[config.mk]
export PLATFORM = sky130hd
export DESIGN_NAME = operation_unit
export DESIGN_NICKNAME = d
export VERILOG_FILES = /design/src/rtl/op_pkg.sv /design/src/rtl/result_mem.sv /design/src/rtl/operation_unit.sv
export SDC_FILE = /design/constraint.sdc
export NUM_CORES = 1
export LEC_CHECK = 0
export CORE_MARGIN = 2
export CORE_UTILIZATION = 35
export DETAILED_ROUTE_END_ITERATION = 10
export PLACE_DENSITY = 0.66
export SLEW_MARGIN = 20
export SYNTH_ARGS = -nofsm -noshare
export SYNTH_HDL_FRONTEND = slang
export SYNTH_HIERARCHICAL = 1
export SYNTH_SLANG_ARGS = --single-unit
export TNS_END_PERCENT = 5
[constraint.sdc]
create_clock -name clk_i -period 2.63 [get_ports clk_i]
set_clock_uncertainty 0.2 [all_clocks]
set_input_delay 0.6575 -clock clk_i [delete_from_list [all_inputs] [get_ports clk_i]]
set_output_delay 0.6575 -clock clk_i [all_outputs]
set_load 0.01 [all_outputs]
[src/rtl/op_pkg.sv]
// Shared widths and types for the streaming operand adder.
// Defaults: 32-bit words, 8-deep operand and result memories.
package op_pkg;
  localparam int MEM_WIDTH_D = 32;
  localparam int MEM_DEPTH_D = 8;
  localparam int AW_D        = $clog2(MEM_DEPTH_D);

  typedef logic [AW_D-1:0]        addr_t;
  typedef logic [MEM_WIDTH_D-1:0] word_t;
endpackage

[src/rtl/result_mem.sv]
// Write-only result storage, cleared by async reset.
// Ports: clk_i, rst_ni, data_i (word), addr_i (index); array mem readable by benches.
module result_mem
  import op_pkg::*;
#(
  parameter int MEM_WIDTH = MEM_WIDTH_D,
  parameter int MEM_DEPTH = MEM_DEPTH_D,
  localparam int AW = $clog2(MEM_DEPTH)
) (
  input  logic                 clk_i,
  input  logic                 rst_ni,
  input  logic [MEM_WIDTH-1:0] data_i,
  input  logic [AW-1:0]        addr_i
);

  logic [MEM_WIDTH-1:0] mem [0:MEM_DEPTH-1];

  // No enable: the producer keeps the address/data pair coherent.
  always_ff @(posedge clk_i or negedge rst_ni) begin
    if (!rst_ni) begin
      for (int i = 0; i < MEM_DEPTH; i++) mem[i] <= '0;
    end else begin
      mem[addr_i] <= data_i;
    end
  end

endmodule

[src/rtl/operation_unit.sv]
// Walks 0..MEM_DEPTH-1 once, adds operand words, stores sums in result_mem.
// Ports: clk_i, rst_ni, operand1/2_i, operand1/2_addr_o, result_addr_o, result_o.
module operation_unit
  import op_pkg::*;
#(
  parameter int MEM_WIDTH = MEM_WIDTH_D,
  parameter int MEM_DEPTH = MEM_DEPTH_D,
  localparam int AW = $clog2(MEM_DEPTH)
) (
  input  logic                 clk_i,
  input  logic                 rst_ni,
  input  logic [MEM_WIDTH-1:0] operand1_i,
  input  logic [MEM_WIDTH-1:0] operand2_i,
  output logic [AW-1:0]        operand1_addr_o,
  output logic [AW-1:0]        operand2_addr_o,
  output logic [AW-1:0]        result_addr_o,
  output logic [MEM_WIDTH-1:0] result_o
);

  localparam logic [AW-1:0] LAST = AW'(MEM_DEPTH - 1);

  logic [AW-1:0]        rd_addr_q, rd_addr_d;
  logic                 done_q, done_d;
  logic [AW-1:0]        res_addr_q;
  logic [MEM_WIDTH-1:0] result_q;

  always_comb begin
    rd_addr_d = rd_addr_q;
    done_d    = done_q;
    if (!done_q) begin
      if (rd_addr_q == LAST) done_d = 1'b1;
      else rd_addr_d = rd_addr_q + AW'(1);
    end
  end

  // Results keep recomputing the last address once done;
  // rewriting the same value is harmless.
  always_ff @(posedge clk_i or negedge rst_ni) begin
    if (!rst_ni) begin
      rd_addr_q  <= '0;
      done_q     <= 1'b0;
      res_addr_q <= '0;
      result_q   <= '0;
    end else begin
      rd_addr_q  <= rd_addr_d;
      done_q     <= done_d;
      res_addr_q <= rd_addr_q;
      result_q   <= operand1_i + operand2_i;
    end
  end

  assign operand1_addr_o = rd_addr_q;
  assign operand2_addr_o = rd_addr_q;
  assign result_addr_o   = res_addr_q;
  assign result_o        = result_q;

  result_mem #(
    .MEM_WIDTH(MEM_WIDTH),
    .MEM_DEPTH(MEM_DEPTH)
  ) u_mem (
    .clk_i (clk_i),
    .rst_ni(rst_ni),
    .data_i(result_q),
    .addr_i(res_addr_q)
  );

endmodule

==> flow_metrics.tcl <==
set metrics [dict create \
    status "finished, final reports clean" \
    detail-route-antenna-nets 0 \
    powerDensity_nw_per_um2 456 \
    drc_errors 0 \
    crit_path_end_kind "flip-flop" \
    async_reset_ff_share_pct 100 \
    grt_pass1_wl_um 14800 \
    maxSlewHeadroom_pct 63.8 \
    postSynthNetCount 411 \
    vias_per_cell 5.19 \
    coreArea_sq_um 7850 \
    top_layer "met4" \
    antenna_found_initial 0 \
    cts_tree "built" \
    clk_pin_slew_worst_paths_ns 0.09 \
    final_layout_size_suffix_gt1_share_pct 33.7 \
    min_period_over_period_pct 99.2 \
    peakVddDrop_uv 247 \
    period_needed_ns 2.61 \
    final_cells 621 \
    netlist_instances 311 \
    cap_violations 0 \
    cp.buffers_inverters 2 \
    cpLargestDelayFamily "buffers and inverters" \
    syn_avg_cell_area_sq_um 9.21 \
    synth_edf_count 0 \
    grt.overflow.total 0 \
    cp-start-kind "primary input" \
    dp.cells 603 \
    cts_buffers 5 \
    ys_warn_count 6 \
    combPwrFrac_pct 48.1 \
    clk_latency_ns 0.30 \
    p_leak_nw 2.46 \
    antenna_cells 0 \
    die_w_um 94.5 \
    fmax_mhz 383 \
    clockRootBuffer "clkbuf_8" \
    critPathMaxStageDelay_ns 0.40 \
    hpwl_um 7120 \
    rsz0062_at_grt "true" \
    crit_type "primary input to flip-flop" \
    setup_viol 0 \
    synth_top_area_cell "dfrtp_1" \
    cts.sinks 39 \
    synth_area_leaders "dfrtp_1 34%, ha_1 14%, o21ai_0 4.7%, a21oi_1 4.5%, xnor2_1 4.3%" \
    drt_iter0_markers 186 \
    grt_max_degree 40 \
    crit_slowest_cell "clkdlybuf4s50_1" \
    syn-cell-area_sq_um 2860 \
    path_max_fanout 4 \
    synth-seq-cells 39 \
    hold_viol 0 \
    p_sw_share_pct 32.6 \
    path_cells "clkdlybuf4s50_1 -> ha_1 -> nand4_1 -> buf_4 -> nor2_4 -> nand3_1 -> o211ai_1 -> nor2_1 -> xnor2_1" \
    cp.arrival_ns 2.61 \
    p_int_mw 1.66 \
    clock_path_buffers 2 \
    drt-met1-wl_um 4290 \
    routed-wl-met3_um 530 \
    grt_pass1_vias 3142 \
    htreeDepth 2 \
    worst_ep_required_time_ns 2.63 \
    drv_slew 0 \
    finalNetCount 618 \
    ys_seq_area_share_pct 34.1 \
    wl_met2_um 4950 \
    floorplan.initialDensity_pct 36.5 \
    yosysUniqueCellTypes 50 \
    portBuffers 106 \
    wl_um 9930 \
    seq_power_share_pct 29.8 \
    via_count 3222 \
    grt.total_usage_pct 21.0 \
    area_growth_pct 88.1 \
    power_switching_mw 0.802 \
    total_power_mw 2.46 \
    worst_pin_slew_ns 0.543 \
    io_pins 107 \
    die_y_um 94.5 \
    clkPwrFrac_pct 22.0 \
    gp_congestion 0.900 \
    wl_per_cell_um 16.0 \
    synth_ff_type "dfrtp_1" \
    cts-hold-fix-buffers 0 \
    detailedRoute.firstPassIterationCount 5 \
    synth_top_area_share_pct 34.1 \
    num_rows 32 \
    die_area_sq_um 8920 \
    hp-class "primary input to async pin" \
]
[metal layers]
metal  GRT usage (%)  up-vias
li1                -     1573
met3            3.03       14
met1            27.3     1514
met4            5.92        0
met2            36.2      121
met5               0        -
[cells by family (layout without fill, tap and decap cells)]
logic type | count (synthesis) | count (layout) | synth area share, %
mux | 4 | 4 | 1.49
xor+xnor | 28 | 28 | 8.56
flops | 39 | 39 | 34.1
compound gates | 103 | 103 | 23.2
simple gates | 91 | 91 | 15.5
fa+ha+maj | 34 | 34 | 15.1
buf+inv | 12 | 220 | 2.01
[power by group through the flow]
stage	Sequential (mW)	Combinational, mW	Clock (mW)
detailed placement	0.745	1.04	0
finish	0.733	1.18	0.541
global route	0.744	1.28	0.576
floorplan	0.803	0.379	0
CTS	0.734	1.09	0.551
global placement	0.744	1.03	0
[cell usage in the layout, fill, tap and decap left out, types with 3 or more instances in the layout]
cell,n
nor2_1,27
a21oi_2,6
buf_4,95
nand2b_1,3
nand2_1,18
buf_6,5
nor3_1,5
clkdlybuf4s50_1,64
xor2_1,13
o21ai_0,14
o211ai_1,7
a21o_1,9
dlymetal6s2s_1,21
a21oi_1,20
nand4_1,3
xnor2_1,14
dfrtp_1,39
clkbuf_2,4
ha_4,21
o21a_1,5
dlygate4sd2_1,15
and3_1,3
clkbuf_8,5
nand3_1,8
ha_1,12
a211oi_1,4
o21ai_1,11
inv_1,6
[area by class of cell]
type	instances	area, sq um
inverters	6	22.5
fillers	649	2460
clock buffers	5	68.8
well taps	102	128
flip-flops and latches	39	976
multi-input cells	260	2310
repair buffers	206	1840
clock inverters	3	46.3
[flip-flops by register name, summed over array words and instances (netlist names)]
signal           flops
result_addr_o        3
done_q               1
operand1_addr_o      3
result_o            32
[stage by stage]
step | utilization (%) | TNS, ns | worst slack [ns] | hold WS (ns) | cell area (sq um)
after detailed placement | 60.3 | -10.63 | -0.576 | 0.243 | 4740
final | 68.7 | 0 | 0.0223 | 0.194 | 5390
after CTS | 64.5 | -0.0506 | -0.0213 | 0.219 | 5060
after global routing | 68.7 | -0.157 | -0.0490 | 0.227 | 5390
after floorplan | - | -0.0226 | -0.0226 | 0.162 | 2910
after global placement | 60.3 | -9.91 | -0.521 | 0.235 | 4740
[Yosys cell counts (all sizes together), types with 7 or more instances]
library cell	number
nand3	10
a21o	9
ha	33
nand2	20
xnor2	14
o21ai	27
dfrtp	39
o211ai	7
a21oi	26
nor2	31
xor2	14
[repair_timing]
| action | CTS | global route |
|---|---|---|
| gates resized for setup | 48 | 78 |
| endpoints found under the setup margin | 19 | 21 |
| pin swaps | 21 | 39 |
| setup buffers | 3 | 7 |
[final timing paths]
kind | start | endpoint | slack [ns] | depth (start not counted)
setup / recovery | operand2_i[22] | result_o[27] | 0.02 | 9
hold / removal | rst_ni | result_o[8] | 0.19 | 2
setup reg to reg | operand1_addr_o[0] | operand1_addr_o[2] | 0.85 | 4
hold reg to reg | operand1_addr_o[1] | result_addr_o[1] | 0.26 | 0
max in group asynchronous | rst_ni | result_o[22] | 1.64 | 2
min in group clk_i | operand1_addr_o[1] | result_addr_o[1] | 0.26 | 0
Power figures use the tool's default switching activity.
